===== config.mk =====
export PLATFORM = sky130hd
export DESIGN_NAME = join_alu
export DESIGN_NICKNAME = d
export VERILOG_FILES = /design/src/rtl/join_alu.sv
export SDC_FILE = /design/constraint.sdc
export NUM_CORES = 2
export LEC_CHECK = 0
export BUFFER_PORTS_ARGS = -buffer_cell sky130_fd_sc_hd__buf_4
export CORE_MARGIN = 3
export CORE_UTILIZATION = 35
export DETAILED_ROUTE_END_ITERATION = 12
export GPL_TIMING_DRIVEN = 0
export PLACE_DENSITY = 0.53
export SYNTH_ARGS = -nofsm -noshare
export SYNTH_HDL_FRONTEND = slang
export SYNTH_SLANG_ARGS = --single-unit

===== constraint.sdc =====
create_clock -name clock -period 3.5 [get_ports clock]
set_clock_uncertainty 0.05 [all_clocks]
set_input_delay 0.175 -clock clock [delete_from_list [all_inputs] [get_ports clock]]
set_output_delay 0.175 -clock clock [all_outputs]
set_load 0.02 [all_outputs]

===== src/rtl/join_alu.sv =====
// join_alu: two-operand elastic join feeding a single-entry registered ALU result.
// Latency: one cycle. A pair accepted at edge t is visible on io_dout just after edge t.
// Backpressure: a pair fires only when both operands are present and the output slot
// is empty or unloading. While a result is stalled, both readies are 0.
//
// Ports:
//   clock, reset        rising-edge clock; asynchronous active-low reset
//   io_op, io_const     opcode [3:0] and constant-mode flag [4]; constant operand B
//   io_din_a*/io_din_b* operand streams (data, valid, ready)
//   io_dout*            registered result stream (data, valid, ready)
module join_alu #(
  parameter int DATA_WIDTH = 32
) (
  input  logic                  clock,
  input  logic                  reset,
  input  logic [4:0]            io_op,
  input  logic [DATA_WIDTH-1:0] io_const,
  input  logic [DATA_WIDTH-1:0] io_din_a,
  input  logic                  io_din_a_v,
  output logic                  io_din_a_r,
  input  logic [DATA_WIDTH-1:0] io_din_b,
  input  logic                  io_din_b_v,
  output logic                  io_din_b_r,
  output logic [DATA_WIDTH-1:0] io_dout,
  output logic                  io_dout_v,
  input  logic                  io_dout_r
);

  typedef enum logic [3:0] {
    OP_ADD  = 4'd0,
    OP_SUB  = 4'd1,
    OP_MUL  = 4'd2,
    OP_AND  = 4'd3,
    OP_OR   = 4'd4,
    OP_XOR  = 4'd5,
    OP_SHL  = 4'd6,
    OP_SHR  = 4'd7,
    OP_SRA  = 4'd8,
    OP_SLT  = 4'd9,
    OP_EQ   = 4'd10,
    OP_MIN  = 4'd11,
    OP_MAX  = 4'd12,
    OP_PASS = 4'd13
  } opcode_t;

  logic                  space;
  logic                  b_ok;
  logic                  fire;
  logic                  const_mode;
  logic [DATA_WIDTH-1:0] op_a;
  logic [DATA_WIDTH-1:0] op_b;
  logic [4:0]            shamt;
  logic                  lt_signed;
  logic [DATA_WIDTH-1:0] result;

  assign const_mode = io_op[4];
  assign space      = !io_dout_v || io_dout_r;
  assign b_ok       = const_mode || io_din_b_v;

  // Qualifying with reset keeps both readies low while reset is held, so
  // upstream FIFOs never believe a word was taken during reset.
  assign fire       = io_din_a_v && b_ok && space && reset;

  assign io_din_a_r = fire;
  assign io_din_b_r = fire && !const_mode;

  assign op_a      = io_din_a;
  assign op_b      = const_mode ? io_const : io_din_b;
  assign shamt     = op_b[4:0];
  assign lt_signed = $signed(op_a) < $signed(op_b);

  always_comb begin
    result = '0;
    case (opcode_t'(io_op[3:0]))
      OP_ADD:  result = op_a + op_b;
      OP_SUB:  result = op_a - op_b;
      OP_MUL:  result = op_a * op_b;
      OP_AND:  result = op_a & op_b;
      OP_OR:   result = op_a | op_b;
      OP_XOR:  result = op_a ^ op_b;
      OP_SHL:  result = op_a << shamt;
      OP_SHR:  result = op_a >> shamt;
      OP_SRA:  result = $unsigned($signed(op_a) >>> shamt);
      OP_SLT:  result[0] = lt_signed;
      OP_EQ:   result[0] = (op_a == op_b);
      OP_MIN:  result = lt_signed ? op_a : op_b;
      OP_MAX:  result = lt_signed ? op_b : op_a;
      OP_PASS: result = op_a;
      default: result = '0;  // opcodes 14 and 15 are reserved
    endcase
  end

  // Fire has priority over unload: a fire and an unload at the same edge
  // replaces the result and keeps io_dout_v high. A plain unload keeps the
  // last data on io_dout.
  always_ff @(posedge clock or negedge reset) begin
    if (!reset) begin
      io_dout   <= '0;
      io_dout_v <= 1'b0;
    end else if (fire) begin
      io_dout   <= result;
      io_dout_v <= 1'b1;
    end else if (io_dout_v && io_dout_r) begin
      io_dout_v <= 1'b0;
    end
  end

endmodule

==> metrics.txt <==
Most used DFF post-synth=dfrtp_1; RSZ-0062 raised after global routing=yes; io pins=141; total gr overflow=0; number of synthesized register bits=33; Synth area leader=fa_1; post-synth top area share=0.315; CP bufs+invs=12; Sequential Area=826 um2; slowest CP cell=fa_1; wire per inst=37.2 um; First DRT Iteration DRCs=4,050; Worst Reg-to-Reg Cells=9; core area=73,300 um2; CP peak stage delay=540 ps; clock buffer depth=2; 1st-pass router iterations=7; largest net degree at the start of global routing=35; clock sinks=33; final period utilization=2.29; H-Tree Depth=2; post-synthesis sequential area ratio=0.0317; RePlAce Congestion=1.06; Yosys warning count=0; EDFF count, synth=0; Detailed Route WL=170,000 um; failing checks=max-capacitance violations, max-slew violations, negative setup slack; HPWL after detailed placement=132,000 um; Worst path most repeated cell=fa_1; ys async rst share=1.00; GR Util met1=0.548; nets=4,327; Max Clock Freq=125 MHz; Max Cap Violations=4; Reg2Reg Capture Point=io_dout[23]; ranking of synthesized cells by area=fa_1 (32%), ha_1 (11%), nor2_1 (6.9%); Clk pin slew, worst setup/hold paths=60 ps; Final Max Slew Viols=22; Hold Vio Cnt, Final=0; GR Util met2=0.622; DR vias=28,800; CTS tree=yes; Synthesized Nets=4,042; Die Wd=279 um; P&R area growth vs syn=27.8%; Setup violations, final=32; Worst-Skew Late Latency=280 ps; number of port buffers=139; area occupied by multi-input gates=25,100 um2; Synth Area per Inst=7.88 um2; Critical Path End Type=register; critical setup path kind=in2reg; worst-path maximum fanout=10; Die Ht=279 um; Clock Tree Root=clkbuf_16; CTS buffer count=5; Die ar.=77,700 um2; Mapped Area=26,000 um2; fin worst setup slack=-4500 ps; TNS Setup=-109,970 ps; WHS Endpoint=io_dout_v; Total GRT Usage=0.427; worst r2r src=io_dout_v; layout cells sized above 1=0.215; Remaining DRCs=0; crit path from=io_din_a[6]; Post-Synthesis Cells=3,306; Startpoint Class=input pin; worst path required time=3610 ps; Arr. time, crit path=8110 ps; Initial Utilization=0.355; M3 GR Usage=0.142; antenna violations before repair=8; number of global-route vias before repair=29,000; HP Class=in2reg; minimum clock period=8000 ps; outcome=complete, but fails checks; row count=99; first-pass GRT wire length=233,000 um; Slew @ Worst Pin=1530 ps; Netlist cell types=88; R2R setup slack=520 ps; Hold Crit Start=io_dout_r; gr busiest metal=met2; Hold Path Stages=3; slew margin rel.=-0.0190; vias per cell=6.33; family with the most delay on the worst path=adder cells; ANT nets after route=0; filler instances=7,442
==> final cells by class <==
type | count | area share
multi-input cells | 2577 | 0.754
flip-flops and latches | 33 | 0.0248
repair buffers | 292 | 0.0750
plain buffers | 204 | 0.0496
clock inverters | 1 | 0.000150
inverters | 478 | 0.0560
diodes | 3 | 0.000225
clock buffers | 7 | 0.00459
well taps | 959 | 0.0360
==> through the flow <==
step	setup WS [ps]	utilization	std cells	hold WS [ps]	instance area, um2
after floorplan	-4040	-	3306	-171	26600
after global placement	-7830	0.393	4404	98.3	28900
after detailed placement	-7260	0.394	4407	103	28900
after CTS	-4500	0.440	4515	114	32300
after global routing	-4640	0.454	4551	130	33300
final	-4500	0.454	4554	113	33300
==> cells by family (layout without fill, tap and decap cells) <==
logic type      after synthesis  in the layout  synth area share
mux                         158            158            0.0705
simple gates               1038           1038             0.166
compound gates              657            657             0.176
xor+xnor                     94             94            0.0321
flops                        33             33            0.0317
fa+ha+maj                   630            630             0.421
buf+inv                     696            982             0.103
other cells                   0              3                 0
==> placed cells by master (no fill, tap or decap), drive strengths merged, types with 15 or more instances in the layout <==
master / count
a211oi: 33
a21o: 34
a21oi: 133
a221o: 17
a221oi: 42
a22oi: 19
a31oi: 37
and2: 18
and3: 19
buf: 352
clkbuf: 148
dfrtp: 33
fa: 410
ha: 220
inv: 461
mux2: 19
mux2i: 126
nand2: 367
nand2b: 16
nand3: 54
nor2: 476
nor3: 25
o211ai: 31
o21ai: 113
o21bai: 16
o221ai: 15
o22ai: 17
xnor2: 81
==> tightest hold or removal path, delay by kind of cell <==
family                 cells  cell delay [ps]
AND/OR/NAND/NOR            2              160
buffers and inverters      1               70
==> registers in the layout, summed over array words and instances (netlist names) <==
register	count
io_dout_v	1
io_dout	32
==> layer usage <==
layer / wire (um) / part of all wire / up-vias
met5: 215 / 0.0013 / -
met4: 13500 / 0.080 / 10
met3: 22200 / 0.13 / 563
met2: 68800 / 0.41 / 2106
met1: 64800 / 0.38 / 14600
li1: - / - / 11600
==> cell usage after synthesis (all sizes together), types with 15 or more instances <==
| cell | count |
|---|---|
| a211oi | 33 |
| o211ai | 31 |
| a21o | 34 |
| dfrtp | 33 |
| buf | 52 |
| o21bai | 16 |
| and3 | 19 |
| fa | 410 |
| a221o | 17 |
| nand2 | 367 |
| nand3 | 54 |
| nor3 | 25 |
| mux2 | 19 |
| ha | 220 |
| nand2b | 16 |
| a21oi | 133 |
| inv | 469 |
| o22ai | 17 |
| a22oi | 19 |
| a31oi | 37 |
| mux2i | 126 |
| clkbuf | 166 |
| o21ai | 113 |
| a221oi | 42 |
| nor2 | 476 |
| and2 | 18 |
| o221ai | 15 |
| xnor2 | 81 |
==> worst max-delay path by stage <==
stage                              to  cells past startpoint
final                     io_dout[27]                     31
after CTS                 io_dout[27]                     32
after floorplan           io_dout[27]                     31
after detailed placement  io_dout[30]                     25
after global routing      io_dout[27]                     31
after global placement    io_dout[21]                     31
==> repair_timing <==
item / 4_1_cts / 5_1_grt
cloned: 0 / 1
hold buffers: 1 / 0
pin swaps: 135 / 147
hold endpoints to repair: 33 / 0
endpoints found under the setup margin: 32 / 32
buffers inserted: 108 / 44
gates resized for setup: 470 / 193
Power is not shown: default switching activity piles up to over one toggle a cycle in this logic, so the estimate is an artifact.
